**src/rtl/kbd_poll_if.sv**
```systemverilog
// kbd_poll_if: handshake bundle between the poll scheduler, the bit-level transceiver and the host.
interface kbd_poll_if;
  logic led_data_valid;
  logic [1:0] led_data_in;
  logic data_ready;
  logic is_mouse_data;
  logic [15:0] keyboard_data;
  logic link_up;
  logic tx_start;
  logic [4:0] tx_len;
  logic [20:0] tx_frame;
  logic tx_done;
  logic rx_enable;
  logic rx_valid;
  logic [20:0] rx_frame;
  logic rx_error;
  modport master (
    input led_data_valid, led_data_in, tx_done, rx_valid, rx_frame, rx_error,
    output data_ready, is_mouse_data, keyboard_data, link_up, tx_start, tx_len, tx_frame, rx_enable
  );
  modport slave (
    output led_data_valid, led_data_in, tx_done, rx_valid, rx_frame, rx_error,
    input data_ready, is_mouse_data, keyboard_data, link_up, tx_start, tx_len, tx_frame, rx_enable
  );
endinterface

```
**src/rtl/kbd_poll_scheduler.sv**
```systemverilog
// kbd_poll_scheduler: NeXT keyboard/mouse link sequencer - reset frame, KB/MS polling, LED frames, link supervision.
module kbd_poll_scheduler #(
  parameter int BIT_CYCLES = 265,
  parameter int RESET_GAP_BITS = 5,
  parameter int QUERY_GAP_BITS = 3,
  parameter int RESP_TIMEOUT_BITS = 32,
  parameter int MAX_FAILS = 4,
  parameter logic [7:0] KB_QUERY = 8'b00010000,
  parameter logic [7:0] MS_QUERY = 8'b00010001,
  parameter logic [18:0] LED_PREFIX = 19'h00E00
) (
  input logic clk,
  input logic rst,
  kbd_poll_if.master kbd
);
  localparam int RST_GAP = RESET_GAP_BITS * BIT_CYCLES;
  localparam int Q_GAP = QUERY_GAP_BITS * BIT_CYCLES;
  localparam int TMO = RESP_TIMEOUT_BITS * BIT_CYCLES;
  localparam int MAXC = TMO > RST_GAP ? (TMO > Q_GAP ? TMO : Q_GAP) : (RST_GAP > Q_GAP ? RST_GAP : Q_GAP);
  localparam int CW = $clog2(MAXC + 1);
  localparam int FW = $clog2(MAX_FAILS + 1);
  typedef enum logic [2:0] {RST_SEND, RST_WAIT, GAP, SEND, WAIT_TX, WAIT_RX} state_t;
  state_t state_q;
  logic [CW-1:0] cnt_q;
  logic [FW-1:0] fails_q;
  logic mouse_due_q, led_pend_q, led_slot_q;
  logic [1:0] led_q;
  logic data_ready_q, is_mouse_q, link_up_q, tx_start_q, rx_enable_q;
  logic [15:0] kbd_data_q;
  logic [4:0] tx_len_q;
  logic [20:0] tx_frame_q;
  logic rx_data, rx_ok, rx_done, fail_max, re_reset;
  always_comb begin
    rx_data = kbd.rx_valid && kbd.rx_frame[1:0] == 2'b10;
    rx_ok = rx_data || (kbd.rx_valid && kbd.rx_frame[1:0] == 2'b01);
    rx_done = kbd.rx_valid || kbd.rx_error || cnt_q == CW'(TMO - 1);
    fail_max = fails_q == FW'(MAX_FAILS - 1);
    re_reset = rx_done && !rx_ok && fail_max;
  end
  always_ff @(posedge clk) begin
    if (rst) begin
      state_q <= RST_SEND;
      cnt_q <= '0;
      fails_q <= '0;
      mouse_due_q <= 1'b0;
      led_pend_q <= 1'b0;
      led_slot_q <= 1'b0;
      led_q <= '0;
      data_ready_q <= 1'b0;
      is_mouse_q <= 1'b0;
      kbd_data_q <= '0;
      link_up_q <= 1'b0;
      tx_start_q <= 1'b0;
      tx_len_q <= '0;
      tx_frame_q <= '0;
      rx_enable_q <= 1'b0;
    end else begin
      tx_start_q <= 1'b0;
      data_ready_q <= 1'b0;
      case (state_q)
        RST_SEND: begin
          tx_start_q <= 1'b1;
          tx_len_q <= 5'd21;
          tx_frame_q <= '0;
          led_slot_q <= 1'b0;
          state_q <= RST_WAIT;
        end
        RST_WAIT: if (kbd.tx_done) begin
          cnt_q <= CW'(RST_GAP - 1);
          state_q <= GAP;
        end
        GAP: if (cnt_q == '0) state_q <= SEND;
          else cnt_q <= cnt_q - 1'b1;
        SEND: begin
          // The pending bit is consumed here so a request arriving mid-frame still gets its own slot.
          tx_start_q <= 1'b1;
          led_slot_q <= led_pend_q;
          led_pend_q <= 1'b0;
          tx_len_q <= led_pend_q ? 5'd21 : 5'd8;
          tx_frame_q <= led_pend_q ? {LED_PREFIX, led_q} : {13'd0, mouse_due_q ? MS_QUERY : KB_QUERY};
          state_q <= WAIT_TX;
        end
        WAIT_TX: if (kbd.tx_done) begin
          cnt_q <= led_slot_q ? CW'(Q_GAP - 1) : '0;
          rx_enable_q <= !led_slot_q;
          state_q <= led_slot_q ? GAP : WAIT_RX;
        end
        WAIT_RX: if (!rx_done) cnt_q <= cnt_q + 1'b1;
          else begin
            rx_enable_q <= 1'b0;
            cnt_q <= CW'(Q_GAP - 1);
            mouse_due_q <= re_reset ? 1'b0 : !mouse_due_q;
            data_ready_q <= rx_data;
            kbd_data_q <= rx_data ? kbd.rx_frame[20:5] : kbd_data_q;
            is_mouse_q <= rx_data ? mouse_due_q : is_mouse_q;
            fails_q <= (rx_ok || fail_max) ? '0 : fails_q + 1'b1;
            link_up_q <= rx_ok ? 1'b1 : (fail_max ? 1'b0 : link_up_q);
            state_q <= re_reset ? RST_SEND : GAP;
          end
        default: state_q <= RST_SEND;
      endcase
      if (kbd.led_data_valid) begin
        led_q <= kbd.led_data_in;
        led_pend_q <= 1'b1;
      end
    end
  end
  assign kbd.data_ready = data_ready_q;
  assign kbd.is_mouse_data = is_mouse_q;
  assign kbd.keyboard_data = kbd_data_q;
  assign kbd.link_up = link_up_q;
  assign kbd.tx_start = tx_start_q;
  assign kbd.tx_len = tx_len_q;
  assign kbd.tx_frame = tx_frame_q;
  assign kbd.rx_enable = rx_enable_q;
endmodule

```
**src/flat_wrapper.sv**
```systemverilog
// flat-port wrapper written by rule: the top's interface ports become plain ports
module kbd_poll_scheduler_flat 
#(
  parameter int BIT_CYCLES = 265,
  parameter int RESET_GAP_BITS = 5,
  parameter int QUERY_GAP_BITS = 3,
  parameter int RESP_TIMEOUT_BITS = 32,
  parameter int MAX_FAILS = 4,
  parameter logic [7:0] KB_QUERY = 8'b00010000,
  parameter logic [7:0] MS_QUERY = 8'b00010001,
  parameter logic [18:0] LED_PREFIX = 19'h00E00
)
  (clk, rst, kbd_led_data_valid, kbd_led_data_in, kbd_tx_done, kbd_rx_valid, kbd_rx_frame, kbd_rx_error, kbd_data_ready, kbd_is_mouse_data, kbd_keyboard_data, kbd_link_up, kbd_tx_start, kbd_tx_len, kbd_tx_frame, kbd_rx_enable);
  kbd_poll_if kbd_i ();
  input logic clk;
  input logic rst;
  input wire logic [$bits(kbd_i.led_data_valid)-1:0] kbd_led_data_valid;
  input wire logic [$bits(kbd_i.led_data_in)-1:0] kbd_led_data_in;
  input wire logic [$bits(kbd_i.tx_done)-1:0] kbd_tx_done;
  input wire logic [$bits(kbd_i.rx_valid)-1:0] kbd_rx_valid;
  input wire logic [$bits(kbd_i.rx_frame)-1:0] kbd_rx_frame;
  input wire logic [$bits(kbd_i.rx_error)-1:0] kbd_rx_error;
  output wire logic [$bits(kbd_i.data_ready)-1:0] kbd_data_ready;
  output wire logic [$bits(kbd_i.is_mouse_data)-1:0] kbd_is_mouse_data;
  output wire logic [$bits(kbd_i.keyboard_data)-1:0] kbd_keyboard_data;
  output wire logic [$bits(kbd_i.link_up)-1:0] kbd_link_up;
  output wire logic [$bits(kbd_i.tx_start)-1:0] kbd_tx_start;
  output wire logic [$bits(kbd_i.tx_len)-1:0] kbd_tx_len;
  output wire logic [$bits(kbd_i.tx_frame)-1:0] kbd_tx_frame;
  output wire logic [$bits(kbd_i.rx_enable)-1:0] kbd_rx_enable;
  assign kbd_i.led_data_valid = kbd_led_data_valid;
  assign kbd_i.led_data_in = kbd_led_data_in;
  assign kbd_i.tx_done = kbd_tx_done;
  assign kbd_i.rx_valid = kbd_rx_valid;
  assign kbd_i.rx_frame = kbd_rx_frame;
  assign kbd_i.rx_error = kbd_rx_error;
  assign kbd_data_ready = kbd_i.data_ready;
  assign kbd_is_mouse_data = kbd_i.is_mouse_data;
  assign kbd_keyboard_data = kbd_i.keyboard_data;
  assign kbd_link_up = kbd_i.link_up;
  assign kbd_tx_start = kbd_i.tx_start;
  assign kbd_tx_len = kbd_i.tx_len;
  assign kbd_tx_frame = kbd_i.tx_frame;
  assign kbd_rx_enable = kbd_i.rx_enable;
  kbd_poll_scheduler #(.BIT_CYCLES(BIT_CYCLES), .RESET_GAP_BITS(RESET_GAP_BITS), .QUERY_GAP_BITS(QUERY_GAP_BITS), .RESP_TIMEOUT_BITS(RESP_TIMEOUT_BITS), .MAX_FAILS(MAX_FAILS), .KB_QUERY(KB_QUERY), .MS_QUERY(MS_QUERY), .LED_PREFIX(LED_PREFIX)) u_core (.clk(clk), .rst(rst), .kbd(kbd_i));
endmodule
```
**config.mk**
```make
export PLATFORM = sky130hd
export DESIGN_NAME = kbd_poll_scheduler_flat
export DESIGN_NICKNAME = d
export VERILOG_FILES = /design/src/rtl/kbd_poll_if.sv /design/src/rtl/kbd_poll_scheduler.sv /design/src/flat_wrapper.sv
export SDC_FILE = /design/constraint.sdc
export NUM_CORES = 1
export LEC_CHECK = 0
export CORE_MARGIN = 2
export CORE_UTILIZATION = 50
export DETAILED_ROUTE_END_ITERATION = 10
export PLACE_DENSITY = 0.89
export REMOVE_ABC_BUFFERS = 1
export SYNTH_ARGS = -nofsm -noshare
export SYNTH_HDL_FRONTEND = slang
export SYNTH_SLANG_ARGS = --single-unit
export TNS_END_PERCENT = 10
```
**constraint.sdc**
```tcl
create_clock -name clk -period 3 [get_ports clk]
set_input_delay 0.6 -clock clk [delete_from_list [all_inputs] [get_ports clk]]
set_output_delay 0.6 -clock clk [all_outputs]
set_load 0.1 [all_outputs]
```
==> flow_metrics.env, run 1 <==
export IMPL_cts_buffer_depth=2
export IMPL_ir_worst_vdd_mv=0.3669
export IMPL_asyncSetResetFlopFracSynth_pct=0
export IMPL_grt_pass1_vias=2842
export IMPL_drv_cap=0
export IMPL_numPlacedInstances=509
export IMPL_ant_nets=0
export IMPL_worst_skew_ns=0.005155
export IMPL_via_count=3099
export IMPL_post_drt_wl_per_cell_um=15.48
export IMPL_nets=475
export IMPL_slew_violations=0
export IMPL_die_area_um2=6955
export IMPL_antenna_found_initial=0
export IMPL_critPathLaunch="u_core.cnt_q[9]"
export IMPL_ctsRootBufferMaster="sky130_fd_sc_hd__clkbuf_8"
export IMPL_dieHeight_um=83.40
export IMPL_power_share_of_the_combinational_group_pct=32.9
export IMPL_finalHoldWorstSlack_ns=0.4607
export IMPL_pwr_share_seq_pct=43.8
export IMPL_via_per_inst=5.994
export IMPL_min_delay_start="u_core.kbd.keyboard_data[11]"
export IMPL_gpl_final_weighted_congestion=1.000
export IMPL_status="complete, no violations"
export IMPL_worst_pin_slew_ns=0.7003
export IMPL_placement_cell_area_um2=3478
export IMPL_clkSlewWorstSetupHoldPaths_ns=0.09
export IMPL_synth_edf_count=0
export IMPL_slew_headroom_pct=53.25
export IMPL_detailedPlacementHpwl_um=5752
export IMPL_holdBufCountCts=0
export IMPL_crit_reg2reg_launch="u_core.cnt_q[9]"
export IMPL_crit_path_start_kind="flip-flop"
export IMPL_layout_cells_most_common="sky130_fd_sc_hd__nand2_1"
export IMPL_cp_required_ns=3.25
export IMPL_netlist_top_cells_area="sky130_fd_sc_hd__dfxtp_1, sky130_fd_sc_hd__nand2_1, sky130_fd_sc_hd__a21oi_1, sky130_fd_sc_hd__buf_4, sky130_fd_sc_hd__nor2_1"
export IMPL_gr_total_overflow=0
export IMPL_grt_max_degree=32
export IMPL_row_count=28
export IMPL_grt_total_usage_pct=22.55
export IMPL_yosys_area_top_type="sky130_fd_sc_hd__dfxtp_1"
export IMPL_tritoncts_num_sinks=50
export IMPL_crit_path_max_fanout=11
export IMPL_first_pass_grt_wire_length_um=13280
export IMPL_timing_setup_tns_ns=0
export IMPL_cts_resized_gates=0
export IMPL_flip_flop_and_latch_count_after_synthesis=50
export IMPL_p_switching_uw=690.9
export IMPL_critical_path_endpoint_type="flip-flop"
export IMPL_finalHoldViolations=0
export IMPL_power_frac_clock_pct=23.3
export IMPL_io_buffers=56
export IMPL_initialDrtViolationCount=384
export IMPL_synth_seq_area_share_pct=31.76
export IMPL_area_delta_synth_final_pct=13.38
export IMPL_io_pins=76
export IMPL_post_cts_setup_buffer_count=0
export IMPL_numCtsBuffers=5
export IMPL_power_share_switching_pct=39.30
export IMPL_total_leakage_power_nw=1.329
export IMPL_fin_crit_ns=2.472
export IMPL_synth_main_ff_cell="sky130_fd_sc_hd__dfxtp_1"
export IMPL_starting_density_of_the_core_pct=52.61
export IMPL_floorplan_core_area_um2=5991
export IMPL_power_density_nw_per_um2=492.0
export IMPL_finalInstanceArea_um2=3573
export IMPL_drc=0
export IMPL_wirelength_um=8001
export IMPL_netlist_area_um2=3152
export IMPL_worst_setup_path_type="reg -> reg"
export IMPL_htree_levels=2
export IMPL_fp_dieW_um=83.40
export IMPL_cts_tree="done"
export IMPL_synth_avg_cell_area_um2=7.669
export IMPL_cell_internal_pwr_mw=1.067
export IMPL_data_arrival_at_the_endpoint_of_the_critical_path_ns=2.72
export IMPL_grt_setup_unrepaired="false"
export IMPL_synthDistinctLibCells=65
export IMPL_synthesis_instances=411
export IMPL_layout_common_cells="sky130_fd_sc_hd__nand2_1, sky130_fd_sc_hd__dfxtp_1, sky130_fd_sc_hd__buf_4"
export IMPL_n_antenna_cell=0
export IMPL_worst_skew_pair_late_latency_ns=0.31
export IMPL_fin_crit_share_pct=82.40
export IMPL_synth_largest_type_area_fraction_pct=31.76
export IMPL_fin_cells=517
export IMPL_dr_pass1_iters=6
export IMPL_min_delay_path_class="reg -> reg"
export IMPL_synth_warnings=0
export IMPL_setup_violations_final=0
export IMPL_fmax_ghz=0.4045
export IMPL_layout_drive_gt1_share_pct=14.03
-- synthesized netlist by cell type, types with 2 or more instances --
cell,count
sky130_fd_sc_hd__buf_4,25
sky130_fd_sc_hd__nand4_1,6
sky130_fd_sc_hd__nor2b_1,4
sky130_fd_sc_hd__a311oi_1,4
sky130_fd_sc_hd__a31oi_1,4
sky130_fd_sc_hd__ha_1,5
sky130_fd_sc_hd__and3_1,2
sky130_fd_sc_hd__nand2_1,61
sky130_fd_sc_hd__a21o_1,2
sky130_fd_sc_hd__nor4_1,8
sky130_fd_sc_hd__buf_6,8
sky130_fd_sc_hd__or2_2,2
sky130_fd_sc_hd__or3b_2,2
sky130_fd_sc_hd__or4_1,3
sky130_fd_sc_hd__or4_4,2
sky130_fd_sc_hd__o31ai_1,3
sky130_fd_sc_hd__inv_1,12
sky130_fd_sc_hd__o21a_1,2
sky130_fd_sc_hd__a211o_1,2
sky130_fd_sc_hd__o32ai_1,3
sky130_fd_sc_hd__a21boi_0,2
sky130_fd_sc_hd__a211oi_1,4
sky130_fd_sc_hd__nor3_1,10
sky130_fd_sc_hd__nor2_1,27
sky130_fd_sc_hd__nand2b_1,4
sky130_fd_sc_hd__a31o_2,2
sky130_fd_sc_hd__nand3_1,12
sky130_fd_sc_hd__o22ai_1,7
sky130_fd_sc_hd__clkbuf_1,24
sky130_fd_sc_hd__xor2_1,6
sky130_fd_sc_hd__o21ai_0,10
sky130_fd_sc_hd__nor3b_1,3
sky130_fd_sc_hd__nand3b_1,2
sky130_fd_sc_hd__dfxtp_1,50
sky130_fd_sc_hd__xnor2_1,4
sky130_fd_sc_hd__a22oi_1,6
sky130_fd_sc_hd__mux2i_1,3
sky130_fd_sc_hd__a21oi_1,39
sky130_fd_sc_hd__or3_1,7
sky130_fd_sc_hd__a221oi_1,4
-- cell type report --
class | instances | area (µm²)
tap | 75 | 93.84
multi-input combinational | 305 | 1782
inverter | 13 | 48.80
sequential | 50 | 1001
fill | 552 | 2417
timing repair buffer | 66 | 553.0
clock buffer | 6 | 82.58
clock inverter | 2 | 12.51
-- per-stage QoR --
| step | utilization (%) | setup slack (ns) | power [mW] |
|---|---|---|---|
| finish | 59.65 | 0.5280 | 1.758 |
| global route | 59.65 | 0.4235 | 1.845 |
| CTS | 59.65 | 0.5444 | 1.760 |
| detailed placement | 58.06 | 0.4706 | 1.349 |
| global placement | 58.06 | 0.4966 | 1.337 |
| floorplan | - | -0.3110 | 1.188 |
-- routing by layer --
metal / routed length, µm / global-route usage (%) / vias to the layer above
met3: 663 / 4.473 / 19
met5: 0 / 0 / -
met4: 160 / 7.750 / 0
li1: - / - / 1494
met2: 3808 / 37.61 / 184
met1: 3369 / 29.03 / 1402
-- cell families after synthesis --
kind of cell	share of synthesized area, %
AO/OA/AOI/OAI	23.14
buffers and inverters	13.50
adder cells (fa/ha/maj)	1.985
multiplexers	0.9528
XOR/XNOR	2.779
other	0.1190
flip-flops	31.76
AND/OR/NAND/NOR	25.76
-- power groups by stage --
stage	Clock, mW	Sequential, mW	Combinational [mW]
after global routing	0.452	0.778	0.615
final	0.409	0.770	0.579
after global placement	0	0.778	0.559
after CTS	0.423	0.767	0.570
after detailed placement	0	0.781	0.568
after floorplan	0	0.846	0.343
-- worst max-delay path: stages (launching register included) --
cell                      delay, ns
sky130_fd_sc_hd__dfxtp_1       0.42
sky130_fd_sc_hd__or4_4         0.58
sky130_fd_sc_hd__or4_4         0.57
sky130_fd_sc_hd__a21o_1        0.31
sky130_fd_sc_hd__or3_1         0.38
sky130_fd_sc_hd__a21oi_1       0.14
-- flip-flops by register name, indices dropped and copies added (netlist names) --
name and count:
u_core.kbd.tx_frame 4, u_core.led_pend_q 1, u_core.state_q 3, u_core.led_q 2, u_core.kbd.is_mouse_data 1, u_core.kbd.data_ready 1
u_core.kbd.rx_enable 1, u_core.kbd.keyboard_data 16, u_core.kbd.link_up 1, u_core.cnt_q 14, u_core.kbd.tx_len 1, u_core.kbd.tx_start 1
u_core.mouse_due_q 1, u_core.fails_q 3
-- worst paths after layout --
path	end	slack (ns)	cells after the start
hold / removal	u_core.kbd.keyboard_data[11]	0.46	2
setup / recovery	u_core.fails_q[1]	0.53	5
setup reg to reg	u_core.fails_q[1]	0.53	5
hold reg to reg	u_core.kbd.keyboard_data[11]	0.46	2
Note: power is estimated with default switching activity, not from simulation.
==> inputs of run 2 (changes only) <==
--- a/config.mk
+++ b/config.mk
@@ -6,9 +6,9 @@
 export NUM_CORES = 1
 export LEC_CHECK = 0
 export CORE_MARGIN = 2
-export CORE_UTILIZATION = 50
+export CORE_UTILIZATION = 45
 export DETAILED_ROUTE_END_ITERATION = 10
-export PLACE_DENSITY = 0.89
+export PLACE_DENSITY = 0.85
 export REMOVE_ABC_BUFFERS = 1
 export SYNTH_ARGS = -nofsm -noshare
 export SYNTH_HDL_FRONTEND = slang
==> constraint.sdc (replaced) <==
create_clock -name clk -period 2.07 [get_ports clk]
set_input_delay 0.414 -clock clk [delete_from_list [all_inputs] [get_ports clk]]
set_output_delay 0.414 -clock clk [all_outputs]
set_load 0.1 [all_outputs]
==> run 2 against run 1 <==
Flip-flop and latch count is the same. Via count is 11% higher. Non-clock buffer count increased by 55. The run now ends with setup timing left. Final area is 17% higher. Final cell count is 15% higher. Power grew 62%. Worst hold slack improved by 0.0012 ns. Die area is 11% higher. Global-route usage up 0.64 points. Core utilization rose by 2.0 points.
==> flow_metrics.env, run 2 (synthesis results as in run 1) <==
export IMPL_detailedPlacementHpwl_um=6818
export IMPL_power_share_switching_pct=37.81
export IMPL_gpl_final_weighted_congestion=0.9238
export IMPL_cell_internal_pwr_mw=1.776
export IMPL_cp_common_cell="sky130_fd_sc_hd__or4_4"
export IMPL_setup_violations_final=13
export IMPL_layout_cells_most_common="sky130_fd_sc_hd__buf_4"
export IMPL_crit_path_start_kind="flip-flop"
export IMPL_power_share_of_the_combinational_group_pct=38.2
export IMPL_fin_cells=594
export IMPL_via_per_inst=5.788
export IMPL_holdBufCountCts=0
export IMPL_end_of_the_worst_register_to_register_path="u_core.fails_q[1]"
export IMPL_nets=531
export IMPL_layout_drive_gt1_share_pct=26.71
export IMPL_drv_cap=0
export IMPL_dieHeight_um=87.69
export IMPL_status="finished with violations"
export IMPL_largest_register_ff_count=16
export IMPL_fin_crit_share_pct=109.9
export IMPL_cp_cell_sequence="or4_4, or4_4, a21o_4, or3_4, a21oi_2"
export IMPL_finalHoldViolations=0
export IMPL_worst_pin_slew_ns=0.6077
export IMPL_worst_skew_pair_late_latency_ns=0.32
export IMPL_crit_path_max_fanout=5
export IMPL_numCtsBuffers=5
export IMPL_cts_buffer_depth=2
export IMPL_grt_pass1_vias=3164
export IMPL_cp_required_ns=2.33
export IMPL_power_frac_clock_pct=25.0
export IMPL_worst_setup_path_type="reg -> reg"
export IMPL_gr_total_overflow=0
export IMPL_violated_checks="setup timing"
export IMPL_htree_levels=2
export IMPL_layout_common_cells="sky130_fd_sc_hd__buf_4, sky130_fd_sc_hd__nand2_1, sky130_fd_sc_hd__dfxtp_1"
export IMPL_io_pins=76
export IMPL_antenna_found_initial=0
export IMPL_numPlacedInstances=583
export IMPL_fin_crit_ns=2.275
export IMPL_slew_violations=0
export IMPL_ant_nets=0
export IMPL_power_density_nw_per_um2=681.9
export IMPL_worst_skew_ns=0.008156
export IMPL_endpoint_worst_hold="u_core.kbd.keyboard_data[9]"
export IMPL_ctsRootBufferMaster="sky130_fd_sc_hd__clkbuf_8"
export IMPL_worstHoldPathCells=2
export IMPL_fmax_ghz=0.4395
export IMPL_pwr_share_seq_pct=36.8
export IMPL_grt_total_usage_pct=23.19
export IMPL_drc=0
export IMPL_final_core_util_pct=61.62
export IMPL_critical_path_endpoint_type="flip-flop"
export IMPL_clkSlewWorstSetupHoldPaths_ns=0.10
export IMPL_initialDrtViolationCount=436
export IMPL_cp_slowest_stage_delay_ns=0.58
export IMPL_min_delay_path_class="reg -> reg"
export IMPL_via_count=3438
export IMPL_p_switching_mw=1.079
export IMPL_ir_worst_vdd_mv=0.5442
export IMPL_crit_path_top_delay_cell="sky130_fd_sc_hd__or4_4"
export IMPL_multiInputGateArea_um2=1888
export IMPL_area_delta_synth_final_pct=32.83
export IMPL_die_area_um2=7690
export IMPL_first_pass_grt_wire_length_um=14260
export IMPL_reg2reg_setup_slack_ns=-0.21
export IMPL_io_buffers=56
export IMPL_crit_reg2reg_launch="u_core.cnt_q[9]"
export IMPL_slew_headroom_pct=59.40
export IMPL_total_leakage_power_nw=1.654
export IMPL_grt_max_degree=36
export IMPL_tritoncts_num_sinks=50
export IMPL_data_arrival_at_the_endpoint_of_the_critical_path_ns=2.54
export IMPL_floorplan_core_area_um2=6794
export IMPL_total_power_mw=2.855
export IMPL_wirelength_um=9275
export IMPL_timing_reg2reg_worst_path_depth=5
export IMPL_cts_tree="done"
export IMPL_fp_dieW_um=87.69
export IMPL_dr_pass1_iters=6
export IMPL_min_delay_start="u_core.kbd.keyboard_data[9]"
export IMPL_regArea_um2=1003
export IMPL_post_route_worst_setup_slack_ns=-0.2051
export IMPL_n_fill_cell=551
export IMPL_post_drt_wl_per_cell_um=15.61
export IMPL_row_count=30
export IMPL_starting_density_of_the_core_pct=46.39
export IMPL_n_antenna_cell=0
export IMPL_grt_setup_unrepaired="true"
==> run 2: cell types whose count changed in the layout (fill, tap and decap cells not counted), sizes merged <==
| cell | previous run | this run |
|---|---|---|
| a21o | 2 | 3 |
| buf | 42 | 96 |
| clkdlybuf4s50 | 24 | 25 |
| clkinv | 2 | 1 |
| bufinv | 0 | 1 |
==> run 2: how the worst max path moves through the flow <==
stage,to,start,cells after the start,slack [ns]
CTS,u_core.cnt_q[4],u_core.cnt_q[7],6,-0.20
floorplan,u_core.cnt_q[4],u_core.kbd.tx_frame[12],4,-1.24
global route,u_core.fails_q[1],u_core.cnt_q[9],5,-0.24
global placement,u_core.fails_q[1],u_core.cnt_q[9],5,-0.17
finish,u_core.fails_q[1],u_core.cnt_q[9],5,-0.21
detailed placement,u_core.fails_q[1],u_core.cnt_q[9],5,-0.23
==> run 2: final cells by class <==
cell class	instances	area share, %
timing repair buffer	121	24.27
multi-input combinational	306	45.10
clock inverter	2	0.8966
tap	96	2.869
sequential	50	23.97
clock buffer	6	1.733
inverter	13	1.166
==> run 2: what timing repair did <==
action | CTS | global route
gates cloned | 0 | 1
endpoints found under the setup margin | 14 | 21
resized for setup | 9 | 17
pin swaps | 9 | 7
setup buffers | 1 | 1
==> run 2: per-layer routing <==
metal,part of all wire [%],track usage [%]
met3,7.3,4.241
met2,50,39.88
met1,40,28.61
met5,0,0
met4,2.8,9.231
==> run 2: power groups by stage <==
| stage | Combinational [mW] | Clock, mW | Sequential [mW] |
|---|---|---|---|
| final | 1.09 | 0.713 | 1.05 |
| after global routing | 1.15 | 0.747 | 1.06 |
| after CTS | 1.03 | 0.713 | 1.05 |
| after detailed placement | 1.02 | 0 | 1.07 |
| after global placement | 1.02 | 0 | 1.07 |
| after floorplan | 0.497 | 0 | 1.23 |
==> run 2: per-stage QoR <==
step / worst slack [ns] / hold slack, ns / area, µm² / TNS (ns)
after floorplan: -1.241 / 0.4258 / 2831 / -17.90
after global placement: -0.1713 / 0.4425 / 3945 / -1.267
after detailed placement: -0.2307 / 0.4486 / 3945 / -1.843
after CTS: -0.2042 / 0.4611 / 4096 / -1.348
after global routing: -0.2374 / 0.4832 / 4187 / -2.069
final: -0.2051 / 0.4620 / 4187 / -1.436
==> run 2: worst max-delay path, delay by kind of cell (launching register included) <==
kind	cells	cell delay, ns
AND/OR/NAND/NOR	3	1.50
AO/OA/AOI/OAI	2	0.40
flip-flops	1	0.32
==> inputs of run 3 (changes only) <==
--- a/config.mk
+++ b/config.mk
@@ -8,8 +8,9 @@
 export CORE_MARGIN = 2
 export CORE_UTILIZATION = 45
 export DETAILED_ROUTE_END_ITERATION = 10
-export PLACE_DENSITY = 0.85
+export PLACE_DENSITY = 0.79
 export REMOVE_ABC_BUFFERS = 1
+export SKIP_CTS_REPAIR_TIMING = 1
 export SYNTH_ARGS = -nofsm -noshare
 export SYNTH_HDL_FRONTEND = slang
 export SYNTH_SLANG_ARGS = --single-unit
==> run 3 against run 2 <==
Combinational power is essentially flat. Die area is the same. Largest cell class unchanged. Worst hold slack lost 0.0050 ns. The run still ends with setup timing left. Via count shrank 4.9%. Power shrank 3.7%. Sequential share of layout area grew 0.77 points. Critical path depth grew 1.
==> flow_metrics.env, run 3 (synthesis results as in run 1) <==
export IMPL_gr_total_overflow=0
export IMPL_cp_slowest_stage_delay_ns=0.56
export IMPL_worst_setup_path_type="reg -> reg"
export IMPL_ctsRootBufferMaster="sky130_fd_sc_hd__clkbuf_8"
export IMPL_layout_drive_gt1_share_pct=24.44
export IMPL_data_arrival_at_the_endpoint_of_the_critical_path_ns=2.50
export IMPL_drv_cap=0
export IMPL_clkSlewWorstSetupHoldPaths_ns=0.10
export IMPL_total_leakage_power_nw=1.579
export IMPL_antenna_found_initial=0
export IMPL_cell_internal_pwr_mw=1.669
export IMPL_grt_setup_unrepaired="true"
export IMPL_cp_required_ns=2.29
export IMPL_gpl_final_weighted_congestion=0.9473
export IMPL_critical_path_endpoint_type="flip-flop"
export IMPL_die_area_um2=7690
export IMPL_violated_checks="setup timing"
export IMPL_ir_worst_vdd_mv=0.3960
export IMPL_setup_violations_final=15
export IMPL_starting_density_of_the_core_pct=46.39
export IMPL_detailedPlacementHpwl_um=6409
export IMPL_pre_cts_slack_ns=-0.1786
export IMPL_fin_crit_ns=2.282
export IMPL_n_antenna_cell=0
export IMPL_first_pass_grt_wire_length_um=13780
export IMPL_via_per_inst=5.611
export IMPL_cts_tree="done"
export IMPL_pwr_share_seq_pct=38.2
export IMPL_n_fill_cell=622
export IMPL_slew_headroom_pct=60.02
export IMPL_tritoncts_num_sinks=50
export IMPL_grt_max_degree=25
export IMPL_floorplan_core_area_um2=6794
export IMPL_crit_path_top_delay_cell="sky130_fd_sc_hd__or4_4"
export IMPL_multiInputGateArea_um2=1849
export IMPL_io_pins=76
export IMPL_crit_path_max_fanout=3
export IMPL_area_delta_synth_final_pct=28.70
export IMPL_fmax_ghz=0.4382
export IMPL_nets=520
export IMPL_timing_setup_tns_ns=-1.689
export IMPL_post_route_worst_setup_slack_ns=-0.2122
export IMPL_crit_reg2reg_launch="u_core.cnt_q[6]"
export IMPL_fp_dieW_um=87.69
export IMPL_reg2reg_setup_slack_ns=-0.21
export IMPL_layout_cells_most_common="sky130_fd_sc_hd__buf_4"
export IMPL_end_of_the_worst_register_to_register_path="u_core.cnt_q[4]"
export IMPL_finalHoldViolations=0
export IMPL_p_switching_mw=1.082
export IMPL_cp_cell_sequence="or4b_4, or4_4, buf_6, a31o_4, a21boi_1, o32ai_1"
export IMPL_numPlacedInstances=574
export IMPL_ant_nets=0
export IMPL_largest_register_ff_count=16
export IMPL_initialDrtViolationCount=292
export IMPL_row_count=30
export IMPL_worst_skew_ns=0.01455
export IMPL_drc=0
export IMPL_worstHoldPathCells=2
export IMPL_min_delay_start="rst"
export IMPL_slew_violations=0
export IMPL_cts_buffer_depth=2
export IMPL_worst_skew_pair_late_latency_ns=0.32
export IMPL_regArea_um2=1003
export IMPL_io_buffers=56
export IMPL_grt_pass1_vias=2940
export IMPL_layout_common_cells="sky130_fd_sc_hd__buf_4, sky130_fd_sc_hd__nand2_1, sky130_fd_sc_hd__dfxtp_1"
export IMPL_final_core_util_pct=59.71
export IMPL_power_share_switching_pct=39.34
export IMPL_fin_cells=583
export IMPL_crit_path_start_kind="flip-flop"
export IMPL_dieHeight_um=87.69
export IMPL_numCtsBuffers=5
export IMPL_via_count=3271
export IMPL_fin_crit_share_pct=110.3
export IMPL_min_delay_path_class="in -> reg"
export IMPL_power_density_nw_per_um2=678.1
export IMPL_timing_reg2reg_worst_path_depth=6
export IMPL_htree_levels=2
export IMPL_status="finished with violations"
export IMPL_power_share_of_the_combinational_group_pct=38.9
export IMPL_wirelength_um=8778
export IMPL_grt_total_usage_pct=22.43
export IMPL_worst_pin_slew_ns=0.5997
export IMPL_endpoint_worst_hold="u_core.cnt_q[1]"
export IMPL_dr_pass1_iters=5
export IMPL_post_drt_wl_per_cell_um=15.06
export IMPL_power_frac_clock_pct=22.9
==> run 3: cell count changes in the layout (fill, tap and decap cells not counted), moves of 2 or more <==
cell,delta
sky130_fd_sc_hd__buf_4,-10
sky130_fd_sc_hd__a21oi_1,+2
sky130_fd_sc_hd__or3_1,+2
sky130_fd_sc_hd__or3_4,-2
==> run 3: metal layers <==
layer | vias up | track usage (%) | share of wire [%]
met5 | - | 0 | 0
met4 | 0 | 10.07 | 2.2
met3 | 17 | 3.487 | 7.2
met2 | 144 | 37.26 | 48
met1 | 1523 | 28.67 | 42
li1 | 1587 | - | -
==> run 3: cell type report <==
| cell class | count | area share [%] |
|---|---|---|
| Clock buffer | 6 | 2.036 |
| Tap cell | 96 | 2.961 |
| Multi-Input combinational cell | 305 | 45.59 |
| Sequential cell | 50 | 24.74 |
| Clock inverter | 2 | 0.4010 |
| Inverter | 13 | 1.203 |
| Timing Repair Buffer | 111 | 23.07 |
==> run 3: critical path, delay by kind of cell, from the launching register on <==
kind                   cells  cell delay (ns)
AND/OR/NAND/NOR            2             1.11
AO/OA/AOI/OAI              3             0.60
flip-flops                 1             0.33
buffers and inverters      1             0.14
==> run 3: worst max-delay path by stage <==
| stage | cells after the start | start | to | slack, ns |
|---|---|---|---|---|
| final | 6 | u_core.cnt_q[6] | u_core.cnt_q[4] | -0.21 |
| after global routing | 6 | u_core.cnt_q[6] | u_core.cnt_q[4] | -0.24 |
| after CTS | 5 | u_core.cnt_q[9] | u_core.fails_q[0] | -0.20 |
| after detailed placement | 5 | u_core.cnt_q[9] | u_core.fails_q[0] | -0.18 |
| after global placement | 5 | u_core.cnt_q[9] | u_core.fails_q[1] | -0.15 |
| after floorplan | 4 | u_core.kbd.tx_frame[12] | u_core.cnt_q[4] | -1.24 |
==> run 3: power groups by stage <==
| stage | Combinational [mW] | Sequential (mW) | Clock, mW |
|---|---|---|---|
| floorplan | 0.497 | 1.23 | 0 |
| global placement | 1.00 | 1.07 | 0 |
| detailed placement | 1.01 | 1.07 | 0 |
| CTS | 1.01 | 1.05 | 0.636 |
| global route | 1.14 | 1.06 | 0.667 |
| finish | 1.07 | 1.05 | 0.629 |
==> run 3: per-stage QoR <==
stage | power (mW) | instance area (µm²) | hold slack [ns]
6_report | 2.751 | 4056 | 0.4570
5_1_grt | 2.865 | 4056 | 0.4557
4_1_cts | 2.696 | 3976 | 0.4555
3_5_place_dp | 2.077 | 3877 | 0.4471
3_3_place_gp | 2.068 | 3877 | 0.4429
2_1_floorplan | 1.722 | 2831 | 0.4258
